## src/rtl/riscv_mem_pkg.sv

```systemverilog
// riscv_mem_pkg
// Shared definitions for the memory-stage load/store unit:
//   - funct3 encodings for load/store size and signedness
//   - mau_state_t : load/store unit FSM state encoding
//   - access_size_t / access_size() : collapses funct3 into byte/half/word,
//     with the unused encodings 011/110/111 treated as word accesses
package riscv_mem_pkg;

  localparam logic [2:0] F3_B  = 3'b000;
  localparam logic [2:0] F3_H  = 3'b001;
  localparam logic [2:0] F3_W  = 3'b010;
  localparam logic [2:0] F3_BU = 3'b100;
  localparam logic [2:0] F3_HU = 3'b101;

  typedef enum logic [1:0] {
    IDLE = 2'd0,
    REQ  = 2'd1,
    WAIT = 2'd2,
    DONE = 2'd3
  } mau_state_t;

  typedef enum logic [1:0] {
    SZ_BYTE = 2'd0,
    SZ_HALF = 2'd1,
    SZ_WORD = 2'd2
  } access_size_t;

  function automatic access_size_t access_size(input logic [2:0] funct3);
    access_size_t sz;
    case (funct3)
      F3_B, F3_BU: sz = SZ_BYTE;
      F3_H, F3_HU: sz = SZ_HALF;
      default:     sz = SZ_WORD;
    endcase
    return sz;
  endfunction

endpackage

```

## src/rtl/mem_access_unit_load_extend.sv

```systemverilog
// load_extend
// Purely combinational load-data extraction. Selects the byte or halfword
// addressed by the latched offset from the 32-bit bus word and sign- or
// zero-extends it according to funct3.
// Ports:
//   rdata  in  32  raw word from the data bus
//   offset in  2   byte offset within the word (already aligned for halves/words)
//   funct3 in  3   load size/sign encoding
//   result out 32  extended load value
module load_extend
  import riscv_mem_pkg::*;
(
  input  logic [31:0] rdata,
  input  logic [1:0]  offset,
  input  logic [2:0]  funct3,
  output logic [31:0] result
);

  logic [7:0]  byte_sel;
  logic [15:0] half_sel;

  always_comb begin
    byte_sel = rdata[7:0];
    case (offset)
      2'b00:   byte_sel = rdata[7:0];
      2'b01:   byte_sel = rdata[15:8];
      2'b10:   byte_sel = rdata[23:16];
      default: byte_sel = rdata[31:24];
    endcase
    half_sel = offset[1] ? rdata[31:16] : rdata[15:0];
  end

  always_comb begin
    result = rdata;
    case (funct3)
      F3_B:    result = {{24{byte_sel[7]}}, byte_sel};
      F3_H:    result = {{16{half_sel[15]}}, half_sel};
      F3_BU:   result = {24'h0, byte_sel};
      F3_HU:   result = {16'h0, half_sel};
      default: result = rdata;
    endcase
  end

endmodule

```

## src/rtl/mem_access_unit.sv

```systemverilog
// mem_access_unit
// Memory-stage load/store unit. Turns the EX/MEM memory-control bits into a
// single req/gnt/rvalid bus transaction, builds byte enables and
// lane-replicated store data, extends load data into read_data, and holds
// mem_stall high while an access is outstanding.
//
// Build option: MISALIGN_TRAP_EN
//   defined   - misaligned half/word accesses are not issued; misalign_exc
//               pulses for the IDLE cycle the access is presented
//   undefined - offset bits are forced aligned; misalign_exc tied 0
//
// Ports:
//   clk, rst_n                 clock, async active-low reset
//   ex_mem_memread/memwrite    load / store in MEM (store wins if both)
//   ex_mem_funct3              access size and sign
//   result_ex_mem              effective address
//   ex_mem_write_data          store data
//   read_data                  extended load result to mem_wb
//   mem_stall                  pipeline freeze (combinational)
//   misalign_exc               misalignment pulse
//   dbus_req/we/addr/be/wdata  data bus request side
//   dbus_gnt/rvalid/rdata      data bus response side
//
// state | meaning
// ------+-----------------------------------------------------------
// IDLE  | no access in flight; a new access is latched here
// REQ   | dbus_req high, request fields held until dbus_gnt
// WAIT  | load granted, waiting for dbus_rvalid
// DONE  | access complete, stall released for one cycle
module mem_access_unit
  import riscv_mem_pkg::*;
#(
  parameter int ADDR_W = 32,
  parameter int DATA_W = 32
) (
  input  logic              clk,
  input  logic              rst_n,
  input  logic              ex_mem_memread,
  input  logic              ex_mem_memwrite,
  input  logic [2:0]        ex_mem_funct3,
  input  logic [31:0]       result_ex_mem,
  input  logic [DATA_W-1:0] ex_mem_write_data,
  output logic [DATA_W-1:0] read_data,
  output logic              mem_stall,
  output logic              misalign_exc,
  output logic              dbus_req,
  output logic              dbus_we,
  output logic [ADDR_W-1:0] dbus_addr,
  output logic [3:0]        dbus_be,
  output logic [DATA_W-1:0] dbus_wdata,
  input  logic              dbus_gnt,
  input  logic              dbus_rvalid,
  input  logic [DATA_W-1:0] dbus_rdata
);

  mau_state_t   state, state_next;
  access_size_t size;
  logic         access;
  logic         misaligned;
  logic         start;
  logic [1:0]   raw_off;
  logic [1:0]   off;
  logic [3:0]   be_next;
  logic [DATA_W-1:0] wdata_next;
  logic [1:0]   off_q;
  logic [2:0]   funct3_q;
  logic [31:0]  ext_data;

  assign access  = ex_mem_memread | ex_mem_memwrite;
  assign size    = access_size(ex_mem_funct3);
  assign raw_off = result_ex_mem[1:0];

`ifdef MISALIGN_TRAP_EN
  assign misaligned = ((size == SZ_HALF) && raw_off[0]) ||
                      ((size == SZ_WORD) && (raw_off != 2'b00));
`else
  assign misaligned = 1'b0;
`endif

  // Aligned offset: with the trap enabled only aligned accesses get here, so
  // forcing alignment is a no-op; without it this is the silent fix-up.
  always_comb begin
    off        = raw_off;
    be_next    = 4'b1111;
    wdata_next = ex_mem_write_data;
    case (size)
      SZ_BYTE: begin
        off        = raw_off;
        be_next    = 4'b0001 << raw_off;
        wdata_next = {4{ex_mem_write_data[7:0]}};
      end
      SZ_HALF: begin
        off        = {raw_off[1], 1'b0};
        be_next    = raw_off[1] ? 4'b1100 : 4'b0011;
        wdata_next = {2{ex_mem_write_data[15:0]}};
      end
      default: begin
        off        = 2'b00;
        be_next    = 4'b1111;
        wdata_next = ex_mem_write_data;
      end
    endcase
  end

  always_ff @(posedge clk or negedge rst_n) begin
    if (!rst_n) begin
      state <= IDLE;
    end else begin
      state <= state_next;
    end
  end

  always_comb begin
    state_next   = state;
    dbus_req     = 1'b0;
    mem_stall    = 1'b0;
    misalign_exc = 1'b0;
    start        = 1'b0;
    case (state)
      IDLE: begin
        if (access) begin
          if (misaligned) begin
            misalign_exc = 1'b1;
          end else begin
            start      = 1'b1;
            mem_stall  = 1'b1;
            state_next = REQ;
          end
        end
      end
      REQ: begin
        dbus_req  = 1'b1;
        mem_stall = 1'b1;
        if (dbus_gnt) begin
          state_next = dbus_we ? DONE : WAIT;
        end
      end
      WAIT: begin
        mem_stall = 1'b1;
        if (dbus_rvalid) begin
          state_next = DONE;
        end
      end
      DONE: begin
        state_next = IDLE;
      end
      default: begin
        state_next = IDLE;
      end
    endcase
  end

  // Request fields are captured once in IDLE so they stay stable through REQ
  // even if the EX/MEM inputs wiggle.
  always_ff @(posedge clk or negedge rst_n) begin
    if (!rst_n) begin
      dbus_addr  <= '0;
      dbus_we    <= 1'b0;
      dbus_be    <= 4'b0000;
      dbus_wdata <= '0;
      off_q      <= 2'b00;
      funct3_q   <= 3'b000;
    end else if (start) begin
      dbus_addr  <= {result_ex_mem[ADDR_W-1:2], 2'b00};
      dbus_we    <= ex_mem_memwrite;
      dbus_be    <= be_next;
      dbus_wdata <= wdata_next;
      off_q      <= off;
      funct3_q   <= ex_mem_funct3;
    end
  end

  load_extend u_load_extend (
    .rdata  (dbus_rdata),
    .offset (off_q),
    .funct3 (funct3_q),
    .result (ext_data)
  );

  always_ff @(posedge clk or negedge rst_n) begin
    if (!rst_n) begin
      read_data <= '0;
    end else if ((state == WAIT) && dbus_rvalid) begin
      read_data <= ext_data;
    end
  end

endmodule

```

## config.mk

```make
export PLATFORM = sky130hd
export DESIGN_NAME = mem_access_unit
export DESIGN_NICKNAME = d
export VERILOG_FILES = /design/src/rtl/riscv_mem_pkg.sv /design/src/rtl/mem_access_unit_load_extend.sv /design/src/rtl/mem_access_unit.sv
export SDC_FILE = /design/constraint.sdc
export NUM_CORES = 1
export LEC_CHECK = 0
export BUFFER_PORTS_ARGS = -buffer_cell sky130_fd_sc_hd__buf_2
export CORE_AREA = 3 3 117 119
export CTS_CLUSTER_DIAMETER = 150
export DETAILED_ROUTE_END_ITERATION = 16
export DIE_AREA = 0 0 120 122
export PLACE_DENSITY = 0.67
export SLEW_MARGIN = 20
export SYNTH_ARGS = -nofsm -noshare
export SYNTH_HDL_FRONTEND = slang
export SYNTH_SLANG_ARGS = --single-unit
```

## constraint.sdc

```tcl
create_clock -name clk -period 2.6 [get_ports clk]
set_input_delay 0.65 -clock clk [delete_from_list [all_inputs] [get_ports clk]]
set_output_delay 0.65 -clock clk [all_outputs]
set_load 0.02 [all_outputs]
```

==> results.toml <==
[run_status]
status = "finished clean"

[routing]
drtIter0Drc = 173
totalWireLength_um = 14000
wl_met3_um = 1260
ant_nets = 0
vias = 4355
route.top_layer_used = "met4"
drc = 0
wl_met2_um = 6850
drtPass1Iterations = 4
wire_per_inst_um = 16.4
wl_met1_um = 5650
vias_per_cell = 5.11

[yosys]
synth_mux_area_share_pct = 17.0
synth_compound_area_share_pct = 14.4
yosys_register_bits = 106
synth_fa_ha_area_share_pct = 1.24
netlist-cell-type-count = 35
syn_inst = 482
synth_area_um2 = 5060
synth.avg_cell_area_um2 = 10.5
synthXorXnorAreaFrac_pct = 0
yosysWarnings = 0
seq_area_frac_synth_pct = 52.4
synth_top_family_by_area = "multiplexers"
synth-simple-area-share_pct = 10.7

[cts]
cts_tree = "yes"
cts_buffers = 9
cts_max_level = 3
cts-resized-gates = 0
clkSinkCount = 106
clk_path_buf_depth = 2
clkLatencyLatePin_ns = 0.35
hold_buffers = 0
clk_pin_slew_worst_paths_ns = 0.07
cts_root_buf = "clkbuf_16"
post_cts_buffers = 0

[job]
maxCapViolCount = 0

[final_layout]
layout-drive-gt1-share_pct = 42.3
multiInputGateArea_um2 = 2220
num-fill-cells = 1187
diodes = 0
fin_util_pct = 51.7
regArea_um2 = 2650
nets = 786
area_growth_pct = 29.5

[global_route]
grt_max_degree = 82
antenna_found_initial = 0
track_usage_pct = 19.5
grt_pass1_vias = 4501
gr-total-overflow = 0
grt_pass1_wl_um = 22700

[timing]
drv_slew = 0
finalHoldViolCount = 0
fin_setup_tns_ns = 0
rsz0062_at_grt = "no"
fmax_mhz = 441
setup_viol = 0
maxSlewHeadroom_pct = 57.8
post-route-min-period_ns = 2.27
worst_slew_pin_slew_ns = 0.632
clock_skew_ns = 0.00955
period_share_pct = 87.3

[pwr]
cellLeakagePower_nw = 3.22
ir_drop_v = 0.000615
powerDensity_nw_per_um2 = 1280

[placement]
numPortBuffers = 205
gp_congestion = 0.850
place_hpwl_um = 10600

[hold_path]
worstHoldPathType = "input port to asynchronous set/reset pin"

[worst_setup_path]
start_kind = "flop"
cpPeakStageDelay_ns = 0.43
critPathLaunch = "state[1]$_DFFE_PN0P_"
crit_path_top_delay_cell = "dfrtp_1"
path_depth = 5
path_cells = "inv_1 -> ha_1 -> o21ai_4 -> a21oi_1 -> buf_2"
ff2ff_path_depth = 5
critPathCaptureType = "output pin"
critPathRequiredTime_ns = 1.95
critPathMaxFanout = 5
crit-reg2reg-capture = "read_data[6]$_DFFE_PN0P_"
critPathTopFamily = "flip-flops"
cp.arrival_ns = 1.62
critPathCapture = "mem_stall"
crit_buf_inv = 2
worstSetupPathType = "flop to output pin"
r2r_slack_ns = 0.74
rr_startpoint = "off_q[1]$_DFFE_PN0P_"

[floorplanning]
core_area_um2 = 12700
start_util_pct = 39.9
rows = 41
die_h_um = 122
io_pins = 209
fp.dieW_um = 120
die_area_um2 = 14600
per-stage QoR:
step / hold WS (ns) / instance area (µm²) / std cells / power [mW] / setup WS (ns)
2_1_floorplan: 0.354 / 5060 / 484 / 5.70 / 0.386
3_3_place_gp: 0.458 / 6260 / 837 / 7.03 / 0.675
3_5_place_dp: 0.466 / 6260 / 837 / 7.17 / 0.597
4_1_cts: 0.303 / 6550 / 853 / 8.51 / 0.324
5_1_grt: 0.322 / 6550 / 853 / 9.01 / 0.202
6_report: 0.289 / 6550 / 853 / 8.40 / 0.330
worst reg2reg max path, cell delays in order, from the launching register on:
cell and delay [ns]:
dfrtp_1 0.59, buf_4 0.28, mux2_2 0.36, mux2i_1 0.26, nor2b_1 0.18, o21ai_1 0.07
cells in the mapped netlist:
cell	number	share of area, %
o31ai_1	1	0.15
a211oi_4	1	0.40
o21ai_0	52	5.1
inv_1	8	0.59
nor2_1	26	1.9
buf_6	1	0.22
a2bb2oi_2	1	0.30
a221o_1	1	0.20
conb_1	1	0.074
o21bai_1	1	0.15
a21oi_1	40	4.0
buf_1	3	0.22
o211ai_1	1	0.15
o2bb2ai_1	1	0.17
a2111oi_0	1	0.17
o21ai_1	4	0.40
clkbuf_1	19	1.4
buf_2	9	0.89
nand2b_1	8	0.99
a211oi_1	15	2.2
nand3b_1	8	1.2
clkbuf_8	1	0.27
a221oi_4	1	0.52
or2_2	1	0.12
ha_1	5	1.2
dfrtp_1	106	52
nand2_1	71	5.3
a311oi_2	1	0.30
buf_4	3	0.45
and2_1	1	0.12
mux2_2	48	11
nor2b_1	8	0.99
mux2i_1	32	6.3
nor2_2	1	0.12
a222oi_1	1	0.20
state kept, by name (all words and copies together) (netlist names):
signal and flops:
read_data 32, dbus_addr 30, off_q 2, state 2
dbus_be 4, dbus_we 1, funct3_q 3, dbus_wdata 32
report_power, final:
| group | leakage (nW) | internal [mW] | switching (mW) | total [mW] |
|---|---|---|---|---|
| Sequential | 1.27 | 2.48 | 0.478 | 2.96 |
| Combinational | 1.81 | 1.57 | 2.55 | 4.12 |
| Clock | 0.139 | 0.667 | 0.650 | 1.32 |
| Total | 3.22 | 4.72 | 3.68 | 8.40 |
layout by cell type, fill, tap and decap left out, types with 2 or more instances in the layout:
cell	count
buf_12	2
mux2i_1	32
nand2b_1	8
inv_1	8
buf_4	11
ha_1	5
nand3b_1	8
nor2_1	26
a211oi_1	15
o21ai_1	3
clkinv_4	2
nor2b_1	8
a21oi_1	40
nand2_1	71
mux2_2	48
dfrtp_1	106
inv_6	2
clkbuf_16	9
buf_2	204
o21ai_0	52
conb_1	3
area by class of cell:
cell class              instances  share of cell area (%)
repair buffers                217                    17.5
multi-input cells             334                    33.9
clock buffers                   9                    3.44
inverters                       8                   0.459
well taps                     172                    3.29
flip-flops and latches        106                    40.5
clock inverters                 7                   0.974
how the worst min path moves through the flow:
stage                                from                         end  slack, ns  depth (start not counted)
6_report                            rst_n    read_data[6]$_DFFE_PN0P_       0.29                          1
5_1_grt                             rst_n    read_data[8]$_DFFE_PN0P_       0.32                          1
4_1_cts                             rst_n   read_data[12]$_DFFE_PN0P_       0.30                          1
3_5_place_dp   dbus_wdata[27]$_DFFE_PN0P_  dbus_wdata[27]$_DFFE_PN0P_       0.47                          2
3_3_place_gp   dbus_wdata[27]$_DFFE_PN0P_  dbus_wdata[27]$_DFFE_PN0P_       0.46                          2
2_1_floorplan                       rst_n   dbus_addr[10]$_DFFE_PN0P_       0.35                          0
kinds of logic after synthesis:
family                     count (synthesis)
buffers and inverters                     44
adders and majority gates                  5
and+or+nand+nor                          124
DFF                                      106
other                                      1
AOI/OAI and AO/OA                        122
muxes                                     80
layer usage:
metal,vias to the layer above,track usage [%]
met3,13,5.57
met4,0,6.73
met5,-,0
li1,2053,-
met2,179,33.4
met1,2110,23.6
Power figures use the tool's default switching activity.
